File: config.mk
export PLATFORM = sky130hd
export DESIGN_NAME = inst_injector
export DESIGN_NICKNAME = d
export VERILOG_FILES = /design/src/rtl/inst_injector.sv
export SDC_FILE = /design/constraint.sdc
export NUM_CORES = 1
export LEC_CHECK = 0
export ABC_AREA = 1
export CAP_MARGIN = 20
export CORE_MARGIN = 2
export CORE_UTILIZATION = 40
export DETAILED_ROUTE_END_ITERATION = 6
export PLACE_DENSITY = 0.77
export REMOVE_ABC_BUFFERS = 1
export SKIP_LAST_GASP = 1
export SLEW_MARGIN = 25
export SYNTH_ARGS = -nofsm -noshare
export SYNTH_HDL_FRONTEND = slang
export SYNTH_SLANG_ARGS = --single-unit
File: constraint.sdc
create_clock -name clk -period 2.9 [get_ports clk]
set_clock_uncertainty 0.2 [all_clocks]
set_input_delay 0.725 -clock clk [delete_from_list [all_inputs] [get_ports clk]]
set_output_delay 0.725 -clock clk [all_outputs]
set_load 0.01 [all_outputs]
File: src/rtl/inst_injector.sv
// Debug/boot command encoder: turns high-level debug commands into RV32I
// instruction words and hands them to fetch over a valid/ready handshake.
// 32-bit load-immediates that do not fit in 12 bits expand to LUI+ADDI.
module inst_injector #(
  parameter int XLEN      = 32,
  parameter int CNT_WIDTH = 16
) (
  input  logic                 clk,
  input  logic                 reset,
  input  logic                 cmd_valid,
  output logic                 cmd_ready,
  input  logic [2:0]           cmd_op,
  input  logic [4:0]           cmd_rd,
  input  logic [4:0]           cmd_rs,
  input  logic [XLEN-1:0]      cmd_imm,
  output logic                 inst_valid,
  input  logic                 inst_ready,
  output logic [XLEN-1:0]      inst,
  output logic                 busy,
  output logic                 error,
  output logic [CNT_WIDTH-1:0] inst_count
);

  localparam logic [1:0] IDLE   = 2'd0;
  localparam logic [1:0] FIRST  = 2'd1;
  localparam logic [1:0] SECOND = 2'd2;

  localparam logic [2:0] OP_LI   = 3'd0;
  localparam logic [2:0] OP_LW   = 3'd1;
  localparam logic [2:0] OP_SW   = 3'd2;
  localparam logic [2:0] OP_CSRR = 3'd3;
  localparam logic [2:0] OP_CSRW = 3'd4;
  localparam logic [2:0] OP_JALR = 3'd5;
  localparam logic [2:0] OP_NOP  = 3'd6;

  localparam logic [6:0] OPC_OPIMM  = 7'b0010011;
  localparam logic [6:0] OPC_LUI    = 7'b0110111;
  localparam logic [6:0] OPC_LOAD   = 7'b0000011;
  localparam logic [6:0] OPC_STORE  = 7'b0100011;
  localparam logic [6:0] OPC_JALR   = 7'b1100111;
  localparam logic [6:0] OPC_SYSTEM = 7'b1110011;

  logic [1:0]           state_q, state_d;
  logic [XLEN-1:0]      inst_q, inst_d;
  logic [XLEN-1:0]      inst2_q, inst2_d;
  logic                 has2_q, has2_d;
  logic                 error_q, error_d;
  logic [CNT_WIDTH-1:0] count_q, count_d;

  logic            fits12;
  logic [11:0]     imm12;
  logic [19:0]     hi20;
  logic [XLEN-1:0] enc_w0, enc_w1;
  logic            enc_two, enc_err;
  logic            handshake;

  assign imm12  = cmd_imm[11:0];
  assign fits12 = (cmd_imm[31:11] == '0) || (cmd_imm[31:11] == '1);
  // Upper part rounded so that the sign-extended ADDI low part lands exactly.
  assign hi20   = cmd_imm[31:12] + {19'b0, cmd_imm[11]};

  // Encode the command currently on the inputs into one or two words.
  always_comb begin
    enc_w0  = '0;
    enc_w1  = '0;
    enc_two = 1'b0;
    enc_err = 1'b0;
    case (cmd_op)
      OP_LI: begin
        if (fits12) begin
          enc_w0 = {imm12, 5'd0, 3'b000, cmd_rd, OPC_OPIMM};
        end else begin
          enc_w0  = {hi20, cmd_rd, OPC_LUI};
          enc_w1  = {imm12, cmd_rd, 3'b000, cmd_rd, OPC_OPIMM};
          enc_two = (imm12 != '0);
        end
      end
      OP_LW: begin
        enc_w0  = {imm12, cmd_rs, 3'b010, cmd_rd, OPC_LOAD};
        enc_err = !fits12;
      end
      OP_SW: begin
        enc_w0  = {imm12[11:5], cmd_rd, cmd_rs, 3'b010, imm12[4:0], OPC_STORE};
        enc_err = !fits12;
      end
      OP_CSRR: enc_w0 = {imm12, 5'd0, 3'b010, cmd_rd, OPC_SYSTEM};
      OP_CSRW: enc_w0 = {imm12, cmd_rs, 3'b001, 5'd0, OPC_SYSTEM};
      OP_JALR: begin
        enc_w0  = {imm12, cmd_rs, 3'b000, 5'd0, OPC_JALR};
        enc_err = !fits12;
      end
      OP_NOP:  enc_w0 = {12'd0, 5'd0, 3'b000, 5'd0, OPC_OPIMM};
      default: enc_err = 1'b1;
    endcase
  end

  assign handshake = (state_q != IDLE) && inst_ready;

  // Next-state logic: accept in IDLE, then hand off one or two words.
  always_comb begin
    state_d = state_q;
    inst_d  = inst_q;
    inst2_d = inst2_q;
    has2_d  = has2_q;
    error_d = 1'b0;
    count_d = count_q;
    case (state_q)
      IDLE: begin
        if (cmd_valid) begin
          if (enc_err) begin
            error_d = 1'b1;
          end else begin
            inst_d  = enc_w0;
            inst2_d = enc_w1;
            has2_d  = enc_two;
            state_d = FIRST;
          end
        end
      end
      FIRST: begin
        if (handshake) begin
          count_d = count_q + CNT_WIDTH'(1);
          if (has2_q) begin
            inst_d  = inst2_q;
            state_d = SECOND;
          end else begin
            state_d = IDLE;
          end
        end
      end
      SECOND: begin
        if (handshake) begin
          count_d = count_q + CNT_WIDTH'(1);
          state_d = IDLE;
        end
      end
      default: state_d = IDLE;
    endcase
  end

  // State registers with asynchronous reset; reset drops any pending word.
  always_ff @(posedge clk or posedge reset) begin
    if (reset) begin
      state_q <= IDLE;
      inst_q  <= '0;
      inst2_q <= '0;
      has2_q  <= 1'b0;
      error_q <= 1'b0;
      count_q <= '0;
    end else begin
      state_q <= state_d;
      inst_q  <= inst_d;
      inst2_q <= inst2_d;
      has2_q  <= has2_d;
      error_q <= error_d;
      count_q <= count_d;
    end
  end

  assign cmd_ready  = (state_q == IDLE);
  assign inst_valid = (state_q != IDLE);
  assign busy       = (state_q != IDLE);
  assign inst       = inst_q;
  assign error      = error_q;
  assign inst_count = count_q;

endmodule

After elaboration in Yosys (flattened, before gate mapping)
Index checks and enable logic that the tools add are counted.
{"block": "word_totals", "regBits": 84, "inputBits": 49, "output_inout_bits": 52, "wordCells": 60}
{"block": "classes", "add_sub_neg": 2, "n_eq_ne": 14, "n_mux": 21, "bitwise": 1, "reduce_logical": 16}
{"cell": "$mux W32", "n": 7}
{"cell": "$pmux W32 S7", "n": 1}
{"cell": "$pmux W32 S2", "n": 1}
{"cell": "$eq A21 B21 Y1 const B", "n": 1}
{"cell": "$logic_not A21 Y1", "n": 1}
{"cell": "$add A20 B1 Y20", "n": 1}
{"cell": "$add A16 B1 Y16 const B", "n": 1}
{"cell": "$reduce_bool A12 Y1", "n": 1}
{"cell": "$mux W2", "n": 5}
{"cell": "$ne A2 B2 Y1 const B", "n": 5}
{"cell": "$eq A3 B3 Y1 const B", "n": 3}
{"cell": "$eq A3 B2 Y1 const B", "n": 2}
{"cell": "$pmux W2 S3", "n": 1}
{"cell": "$mux W1", "n": 5}
{"cell": "$reduce_and A5 Y1", "n": 1}
{"cell": "$reduce_and A4 Y1", "n": 1}
{"cell": "$reduce_bool A2 Y1", "n": 2}
{"cell": "$reduce_or A4 Y1", "n": 1}
{"cell": "$eq A3 B1 Y1 const B", "n": 1}
{"cell": "$logic_not A3 Y1", "n": 1}
{"cell": "$reduce_and A3 Y1", "n": 1}
{"cell": "$reduce_or A3 Y1", "n": 1}
{"cell": "$eq A2 B1 Y1 const B", "n": 1}
{"cell": "$eq A2 B2 Y1 const B", "n": 1}
{"cell": "8 further kinds", "n": 8}

Logic depth before layout (Yosys ltp)
{"block": "logic_depth", "ltp_word": 7, "mapped_depth": 14, "ltp_nobuf": 14}

Worst setup path before layout
Ideal clock, no wire load.
{"block": "synth_timing", "path_type": "in2reg", "start": "in cmd_imm[11]", "end": "reg inst2_q[31]", "setup_ns": 0.118, "arrival_time_ns": 1.979, "required_ns": 2.582, "setup_slack_ns": 0.603, "stages": 14, "path_buffers": 2, "path_cell_list": "ha_1 -> nand2_2 -> inv_2 -> nand2_2 -> nor2_4 -> nand3_4 -> nand2_4 -> nand2_2 -> nand2_2 -> nand3_2 -> buf_4 -> buf_6 -> nand2_1 -> o21ai_2"}
{"block": "synth_via", "elab_chain_cells": 6, "elab_cells_between_ends": 9, "cone_classes": "eq/ne: 1; mux: 3; bitwise: 1; reduce/logical: 4"}
{"element": "from (decl)", "line": "15", "text": "input logic [XLEN-1:0] cmd_imm,"}
{"element": "$eq A21 B21 Y1 or $logic_not A21 Y1 (tied branches)", "line": "58", "text": "assign fits12 = (cmd_imm[31:11] == '0) || (cmd_imm[31:11] == '1);"}
{"element": "$logic_or A1 B1 Y1", "line": "58"}
{"element": "$logic_not A1 Y1", "line": "80, 84, 90"}
{"element": "$pmux W1 S2", "line": "68", "text": "case (cmd_op)"}
{"element": "$not A1 Y1 (no line)"}
{"element": "$reduce_and A3 Y1 (no line)"}
{"element": "to (signal assigned)", "line": "153", "text": "inst2_q <= inst2_d;"}
{"element": "to (decl)", "line": "45", "text": "logic [XLEN-1:0] inst2_q, inst2_d;"}
Parallel ways exist; a longest one is shown, timed or not.
A chain may end at the register's enable or synchronous reset.

Worst setup path after layout
{"block": "layout_timing", "start": "reg state_q[0]", "end": "out inst_valid"}
{"block": "layout_via", "elab_chain_cells": 1}
{"element": "from (decl)", "line": "43", "text": "logic [1:0] state_q, state_d;"}
{"element": "from (signal assigned)", "line": "151", "text": "state_q <= state_d;"}
{"element": "$reduce_bool A2 Y1", "line": "161", "text": "assign inst_valid = (state_q != IDLE);"}
{"element": "to (decl)", "line": "16", "text": "output logic inst_valid,"}
No other way between the ends.

==> flow_summary.toml <==
[synth]
synthesis.area_sq_um = 4300
synth_top_area_cell = "dfrtp_1"
yosys_warnings = 0
synth_flop_cell = "dfrtp_1"
yosysTopAreaCellShare_pct = 39.5
synth-seq-cells = 68
ys_seq_area_share_pct = 39.5
async_flop_share_pct = 100
ys_top_cells_by_area = "dfrtp_1, nand2_1, nor2_1"
synth.distinct_cells = 37
syn-instance-count = 603
syn_area_per_cell_sq_um = 7.14
synth_edf_count = 0

[place]
place.gp.congestion = 0.882
post-place-ws_ns = -0.142
dpl_cell_area_sq_um = 5700
dp_cells = 863
dp_hpwl_microns = 9780
portBuffers = 99

[global_routing]
antenna_found_initial = 0
grt_pass1_vias = 4344
grt_pass1_wl_microns = 21300
grt_usage_pct = 23.3
grt_max_degree = 69
grt_remaining_overflow = 0

[clock_network]
cts-root-buf = "clkbuf_8"
cts_tree = "done"
cts.htree.levels = 3
cts.sinks = 68
path_clk_slew_ns = 0.07
cts_resized = 0
clockBufferDepth = 2
hold_buffers = 0
worstSkewPairLatency_ns = 0.36
cts_buffers = 9
cts_setup_buffers = 0

[setup_path]
endpoint_kind = "output port"
path_max_fanout = 8
max_stage_delay_ns = 0.55
required_ns = 1.98
startpoint = "state_q[0]$_DFFE_PP0P_"
worstSetupPathType = "reg -> out"
worstSetupStartpointType = "register"
worst_path_max_delay_cell = "clkdlybuf4s50_1"
reg2reg_from = "state_q[0]$_DFFE_PP0P_"
cp_cell_sequence = "inv_1 -> ha_1 -> inv_2 -> clkdlybuf4s50_1"
arrival_ns = 1.82

[route]
drt_first_pass_iters = 6
post-route-drc-count = 0
wl_per_cell_microns = 14.6
vias = 4443
ant_nets = 0
vias_per_cell = 5.05
drtIter0Drc = 288
drt_wl_total_microns = 12800

[layout]
final_nets = 794
insertedDiodeCount = 0
drive_gt1_share_pct = 13.2
layout_common_cells = "nand2_1, clkdlybuf4s50_1, nor2_1, dfrtp_1, inv_1"
nFillCells = 967
fin_area_sq_um = 5900
stdcell_count = 879
syn_to_final_growth_pct = 37.1
final_common_cell = "nand2_1"
fin_util_pct = 56.9

[timing]
fin_setup_tns_ns = 0
fmax_mhz = 364
fin_crit_sh_pct = 94.8
finalMaxSlewViolations = 0
min_period_ns = 2.75
layout_setup_ws_ns = 0.151
setup_viol = 0
hold_viol_final = 0
rsz0062_at_grt = "false"

[floorplanning]
pin_count = 101
row_count = 37
die_area_sq_um = 11600
die_width_microns = 108
dieHeight_microns = 108
coreArea_sq_um = 10400
initial_utilization_pct = 41.5

[run_status]
status = "complete, no violations"

[job]
cap_violations = 0

[power]
powerDensity_nw_per_um2 = 727
power.leakage_uw = 0.00288
ir_drop_v = 0.000402

[hold_path]
min_from = "inst_count[15]$_DFFE_PP0P_"
min_path_type = "reg -> reg"
-- area by class of cell --
type	instances	area, sq um	area share (%)
inverters	68	256	4.35
clock inverters	4	47.5	0.806
clock buffers	12	155	2.63
multi-input cells	448	2210	37.5
well taps	136	170	2.88
flip-flops and latches	68	1700	28.8
repair buffers	143	1360	23.0
-- power breakdown --
part / internal (uW) / total, uW / switching (uW)
clock network: 441 / 809 / 368
logic: 951 / 2040 / 1090
registers: 1250 / 1440 / 192
total: 2640 / 4290 / 1650
-- critical path, delay by kind of cell, from the launching register on --
| family | cells | cell delay, ns |
|---|---|---|
| flip-flops | 1 | 0.39 |
| adder cells (fa/ha/maj) | 1 | 0.30 |
| buffers and inverters | 3 | 0.78 |
-- per-stage QoR --
step           power [uW]  hold WS [ns]
2_1_floorplan        2410         0.249
3_3_place_gp         3430         0.262
3_5_place_dp         3490         0.263
4_1_cts              4310         0.275
5_1_grt              4590         0.297
6_report             4290         0.274
-- cell usage after synthesis, types with 3 or more instances --
master,n
xnor2_1,12
nand2_1,187
a21oi_1,33
nor2_1,80
o22ai_1,11
inv_2,6
dfrtp_1,68
xor2_1,15
inv_1,60
nor4_1,3
nor2_2,3
nand2_2,8
buf_4,4
nand3_1,29
clkbuf_1,6
o21ai_2,9
o21ai_0,22
buf_6,6
buf_2,3
o21ai_1,3
nand3_2,4
ha_1,7
nand4_1,9
-- flip-flops by register name (all words and copies together), names as in the netlist --
register / flops
inst2_q: 18
inst: 30
state_q: 2
error: 1
has2_q: 1
inst_count: 16
-- metal layers --
layer  GRT usage (%)  vias to the layer above  wire [microns]
li1                -                     2167               -
met1            31.1                     2082            5570
met2            38.1                      172            6210
met3            5.33                       22             858
met4            6.14                        0             183
met5               0                        -               0
-- worst paths after layout --
check	to	slack [ns]	depth (start not counted)
max reg2reg	inst_count[14]$_DFFE_PP0P_	0.47	10
max in group asynchronous	inst[2]$_DFFE_PP0P_	1.64	3
min reg2reg	inst_count[15]$_DFFE_PP0P_	0.27	1
min in group asynchronous	inst_count[14]$_DFFE_PP0P_	0.58	3
min	inst_count[15]$_DFFE_PP0P_	0.27	1
max	inst_valid	0.15	4
-- logic make-up after synthesis --
kind of cell,count (synthesis),share of synthesized area (%)
and+or+nand+nor,333,33.1
AOI/OAI and AO/OA,79,10.3
buffers and inverters,87,9.10
xor gates and xnor gates,27,5.49
muxes,1,0.262
adders and majority gates,7,2.03
DFF,68,39.5
other,1,0.0871
Power figures use the tool's default switching activity.
